### config.mk
export PLATFORM = sky130hd
export DESIGN_NAME = reorder_buffer
export DESIGN_NICKNAME = d
export VERILOG_FILES = /design/src/rtl/reorder_buffer.sv
export SDC_FILE = /design/constraint.sdc
export NUM_CORES = 2
export LEC_CHECK = 0
export ABC_CLOCK_PERIOD_IN_PS = 7350
export CAP_MARGIN = 0
export CORE_MARGIN = 8
export CORE_UTILIZATION = 32
export DETAILED_ROUTE_END_ITERATION = 8
export PLACE_DENSITY = 0.56
export SYNTH_ARGS = -nofsm -noshare
export SYNTH_HDL_FRONTEND = slang
export SYNTH_SLANG_ARGS = --single-unit
### constraint.sdc
create_clock -name clock -period 7.35 [get_ports clock]
set_input_delay 1.8375 -clock clock [delete_from_list [all_inputs] [get_ports clock]]
set_output_delay 1.8375 -clock clock [all_outputs]
set_load 0.01 [all_outputs]
### src/rtl/reorder_buffer.sv
// Circular reorder buffer: allocates tags at dispatch, captures CDB results,
// retires in program order and raises a one-cycle flush on a mispredicted branch.
module reorder_buffer #(
   parameter int TAG_W  = 5,
   parameter int DATA_W = 32
) (
   input  logic              clock,
   input  logic              reset,
   input  logic              disp_valid,
   input  logic              disp_rd_en,
   input  logic [4:0]        disp_rd_addr,
   output logic              disp_ready,
   output logic [TAG_W-1:0]  disp_tag,
   output logic              Wen_rst,
   output logic [4:0]        Waddr_rst,
   output logic [TAG_W-1:0]  Wdata_rst,
   input  logic              cdb_valid,
   input  logic [TAG_W-1:0]  cdb_tag,
   input  logic [DATA_W-1:0] cdb_data,
   input  logic              cdb_mispredict,
   input  logic [TAG_W-1:0]  rs_qtag,
   input  logic [TAG_W-1:0]  rt_qtag,
   output logic              rs_qready,
   output logic              rt_qready,
   output logic [DATA_W-1:0] rs_qdata,
   output logic [DATA_W-1:0] rt_qdata,
   output logic [TAG_W-1:0]  RB_tag_rst,
   output logic              RB_valid_rst,
   output logic              commit_wen,
   output logic [4:0]        commit_addr,
   output logic [DATA_W-1:0] commit_data,
   output logic              flush
);
   localparam int DEPTH = 2 ** TAG_W;

   logic [DEPTH-1:0]  busy;
   logic [DEPTH-1:0]  done;
   logic [DEPTH-1:0]  misp;
   logic [DEPTH-1:0]  rd_en;
   logic [4:0]        rd_addr_mem [DEPTH];
   logic [DATA_W-1:0] data_mem [DEPTH];

   logic [TAG_W-1:0]  head;
   logic [TAG_W-1:0]  tail;
   logic [TAG_W:0]    count;

   logic do_disp;
   logic do_cpl;
   logic do_commit;
   logic rs_hit;
   logic rt_hit;

   // count never exceeds DEPTH, so its top bit alone marks a full buffer.
   assign disp_ready = ~count[TAG_W] & ~flush;
   assign disp_tag   = tail;
   assign do_disp    = disp_valid & disp_ready;
   assign Wen_rst    = do_disp & disp_rd_en;
   assign Waddr_rst  = disp_rd_addr;
   assign Wdata_rst  = tail;

   assign do_cpl    = ~flush & cdb_valid & busy[cdb_tag] & ~done[cdb_tag];
   assign do_commit = ~flush & (count != '0) & busy[head] & done[head];

   // Operand query forwards a same-cycle CDB broadcast to a pending entry.
   assign rs_hit    = cdb_valid & (cdb_tag == rs_qtag) & busy[rs_qtag];
   assign rt_hit    = cdb_valid & (cdb_tag == rt_qtag) & busy[rt_qtag];
   assign rs_qready = (busy[rs_qtag] & done[rs_qtag]) | rs_hit;
   assign rt_qready = (busy[rt_qtag] & done[rt_qtag]) | rt_hit;
   assign rs_qdata  = rs_hit ? cdb_data : data_mem[rs_qtag];
   assign rt_qdata  = rt_hit ? cdb_data : data_mem[rt_qtag];

   always_ff @(posedge clock) begin
      if (reset) begin
         busy         <= '0;
         done         <= '0;
         head         <= '0;
         tail         <= '0;
         count        <= '0;
         RB_tag_rst   <= '0;
         RB_valid_rst <= 1'b0;
         commit_wen   <= 1'b0;
         commit_addr  <= '0;
         commit_data  <= '0;
         flush        <= 1'b0;
      end else begin
         RB_valid_rst <= 1'b0;
         commit_wen   <= 1'b0;
         flush        <= 1'b0;
         if (flush) begin
            busy  <= '0;
            head  <= '0;
            tail  <= '0;
            count <= '0;
         end else begin
            if (do_disp) begin
               busy[tail]        <= 1'b1;
               done[tail]        <= 1'b0;
               rd_en[tail]       <= disp_rd_en;
               rd_addr_mem[tail] <= disp_rd_addr;
               tail              <= tail + 1'b1;
            end
            if (do_cpl) begin
               done[cdb_tag]     <= 1'b1;
               data_mem[cdb_tag] <= cdb_data;
               misp[cdb_tag]     <= cdb_mispredict;
            end
            if (do_commit) begin
               busy[head]   <= 1'b0;
               head         <= head + 1'b1;
               RB_tag_rst   <= head;
               RB_valid_rst <= rd_en[head];
               commit_wen   <= rd_en[head];
               commit_addr  <= rd_addr_mem[head];
               commit_data  <= data_mem[head];
               flush        <= misp[head];
            end
            if (do_disp && !do_commit)
               count <= count + 1'b1;
            else if (!do_disp && do_commit)
               count <= count - 1'b1;
         end
      end
   end
endmodule

==> flow_summary.ini <==
[power]
switching_share_pct = 24.6
p_leak_nw = 24.4
power.density_nw_per_um2 = 216
finalPower_mw = 17.9
intPower_mw = 13.5
pwr-share-seq_pct = 48.0
irDropWorstVdd_uv = 186
combinationalPowerShare_pct = 9.6
clkPwrFrac_pct = 42.5
power_switching_mw = 4.39

[detailed_routing]
top_layer = met5
firstDrtPassIters = 6
dr_wl_met3_mm = 33.5
viasPerCell = 6.38
vias = 48900
drcViolationCount = 0
wl_met1_mm = 108
drt_wl_total_mm = 280
wl_per_cell_um = 36.5
dr.first_iter.drc_count = 7332
ant_nets = 0
met2_wirelength_mm = 127

[floorplan]
pin_count = 186
rows = 173
core_area_um2 = 221000
start_util_pct = 32.1
dieArea_um2 = 237000
dieHeight_um = 487
fp.dieW_um = 487

[place]
dp.cells = 7375
gp_congestion = 0.869
dpl.hpwl_mm = 165
io_buffers = 185
pre_cts_slack_ns = 0.318

[clock_network]
clk_pin_slew_worst_paths_ns = 0.06
cts_resized = 0
clock_path_buffers = 3
cts_buffers = 153
cts_tree = done
hold_buffers = 0
cts_sinks = 1372
htreeDepth = 4
post_cts_buffers = 0
clock_latency_ns = 0.81
cts_root_buffer = clkbuf_16

[timing]
hold_viol_final = 0
fin_crit_sh_pct = 97.3
slew_violations = 0
max_freq_mhz = 140
holdWs_ns = 0.460
setup_viol = 0
slew_headroom_pct = 19.6
grt_setup_unrepaired = false
tns_ns = 0
clock_skew_ns = 0.0354
worstMarginPinSlew_ns = 1.20
setup_ws_ns = 0.200
period_needed_ns = 7.15

[layout]
final_net_count = 4627
area_delta_synth_final_pct = 16.7
final_cells = 7664
nFillCells = 20500
layout-drive-gt1-share_pct = 28.5

[synth]
ys_warn_count = 0
syn_area_per_cell_um2 = 16.1
synth_edf_count = 1248
synth_area_leaders = edfxtp_1 (53%), mux4_2 (21%), mux2i_1 (6.6%)
synthFlopType = edfxtp_1
ys_seq_area_share_pct = 56.3
synth.distinct_cells = 68
async_reset_ff_share_pct = 0
ys_ff_latch = 1372
syn_inst = 4397
yosys.area.top_type = edfxtp_1
syn-cell-area_um2 = 71000
syn-num-nets = 4469
netlist.area_leader.share_pct = 52.8

[worst_setup_path]
path_cells = clkdlybuf4s50_1 -> buf_4 -> nor2b_4 -> a221oi_1 -> o21ai_0 -> mux2_2 -> clkdlybuf4s50_1
critical_path_depth = 7
critical_path.top_delay_family = buffers and inverters
critPathBufInv = 3
critical_path_arrival_ns = 5.31
cp-start-kind = input port
path_max_fanout = 9
crit_type = input port to primary output
cpPeakStageDelay_ns = 0.92
worstRegToRegCells = 17
setup.worst_path.end_class = primary output
cpMostUsedCell = clkdlybuf4s50_1
cp_slowest_cell = o21ai_0
worstPathRequired_ns = 5.51

[grt]
grt_usage_pct = 22.8
grt-ovfl-total = 0
antenna_found_initial = 18
grt_max_degree = 140
first_global_vias = 48200
grt_pass1_wl_mm = 386

[worst_hold_path]
hp-class = flip-flop to flip-flop
min_path_cells = 2

[run]
maxCapViolations = 0

[outcome]
status = complete, no violations
## registers in the layout, indices dropped and copies added (netlist names)
name,cells
commit_data,32
misp,32
flush,1
done,32
count,6
head,5
rd_en,32
rd_addr_mem,160
commit_addr,5
data_mem,1024
RB_tag_rst,5
commit_wen,1
busy,32
Wdata_rst,5
## synthesized netlist by cell type, types with 6 or more instances
| master | number |
|---|---|
| buf_2 | 137 |
| nand4bb_1 | 6 |
| nor4_1 | 67 |
| a21oi_1 | 52 |
| nand3_1 | 40 |
| nor2_1 | 91 |
| a22o_1 | 66 |
| nand2_1 | 71 |
| edfxtp_1 | 1248 |
| a31oi_1 | 40 |
| buf_1 | 70 |
| or2_2 | 7 |
| or4_1 | 9 |
| dfxtp_1 | 124 |
| nand2b_1 | 10 |
| ha_1 | 13 |
| xnor2_1 | 6 |
| a221oi_1 | 66 |
| mux2_2 | 71 |
| a211oi_1 | 27 |
| a211o_1 | 7 |
| clkbuf_1 | 221 |
| nor3_1 | 51 |
| and3_1 | 10 |
| a22oi_1 | 19 |
| mux2i_1 | 469 |
| o21ai_0 | 114 |
| o22ai_1 | 356 |
| mux4_2 | 660 |
| xor2_1 | 12 |
| a311oi_1 | 25 |
| o32ai_1 | 15 |
| nor3b_1 | 11 |
| buf_4 | 14 |
| or3_1 | 77 |
| inv_1 | 28 |
| nor2b_1 | 8 |
| a31o_2 | 16 |
## path summary, 6_finish.rpt
path	from	endpoint	slack [ns]
hold / removal	commit_data[13]$_SDFFE_PP0P_	commit_data[13]$_SDFFE_PP0P_	0.46
setup / recovery	rs_qtag[2]	rs_qdata[9]	0.20
hold reg to reg	commit_data[13]$_SDFFE_PP0P_	commit_data[13]$_SDFFE_PP0P_	0.46
setup reg to reg	head[2]$_SDFFE_PP0N_	count[5]$_SDFFE_PP0P_	1.91
## power by group through the flow
stage | clock, mW | combinational [mW] | sequential, mW
after floorplan | 0 | 0.886 | 8.73
after global placement | 0 | 1.68 | 8.73
after detailed placement | 0 | 1.69 | 8.74
after CTS | 7.67 | 1.69 | 8.57
after global routing | 7.96 | 1.78 | 8.57
final | 7.59 | 1.71 | 8.57
## cell usage in the layout, fill, tap and decap left out, types with 11 or more instances in the layout
cell / count
o22ai_1: 356
or3_1: 77
nor4_2: 15
clkbuf_16: 155
nor2_4: 12
o32ai_1: 15
a21oi_1: 52
mux4_2: 660
ha_1: 13
nand2_1: 69
clkbuf_1: 32
a221oi_1: 66
a22o_1: 66
o21ai_0: 114
a311oi_1: 25
nor2_1: 79
xor2_1: 12
a211oi_1: 27
mux2_2: 71
inv_1: 28
edfxtp_1: 1248
a31o_2: 16
dfxtp_1: 121
a22oi_1: 19
a31oi_1: 40
mux2i_1: 469
nor4_1: 52
nand3_1: 40
clkinv_1: 27
clkbuf_8: 11
buf_4: 190
clkinv_2: 28
nor3b_2: 12
buf_12: 72
clkdlybuf4s50_1: 178
nor3_1: 46
## logic make-up (layout without fill, tap and decap cells)
kind of cell | Yosys count | after routing | share of synthesized area, %
DFF | 1372 | 1372 | 56.3
muxes | 1201 | 1201 | 28.7
AOI/OAI and AO/OA | 825 | 825 | 7.84
and+or+nand+nor | 492 | 492 | 3.81
buffers and inverters | 475 | 760 | 2.84
xor gates and xnor gates | 18 | 18 | 0.222
adders and majority gates | 14 | 14 | 0.257
other | 0 | 7 | 0
## worst min-delay path, stage by stage, from the launching register on
cell and delay (ns):
dfxtp_1 0.31, nand2_1 0.05, o21ai_0 0.06
## through the flow
step | utilization (%) | cell area [um2]
6_report | 37.4 | 82900
5_1_grt | 37.4 | 82800
4_1_cts | 37.4 | 82800
3_5_place_dp | 35.2 | 78000
3_3_place_gp | 35.2 | 78000
2_1_floorplan | - | 71000
## cell type report
type,instances,area [um2],area share [%]
antenna,7,17.5,0.0211
clock buffer,199,4160,5.02
clock inverter,83,714,0.862
inverter,31,116,0.140
multi-input combinational,2550,29400,35.5
sequential,1372,40000,48.2
tap,2975,3720,4.49
timing repair buffer,447,4730,5.71
## metal layers
metal | track usage [%] | vias up
met5 | 0 | -
met4 | 8.89 | 10
met3 | 6.16 | 643
met2 | 35.2 | 3473
met1 | 30.6 | 25700
li1 | - | 19100
(Power assumes the default switching activity.)
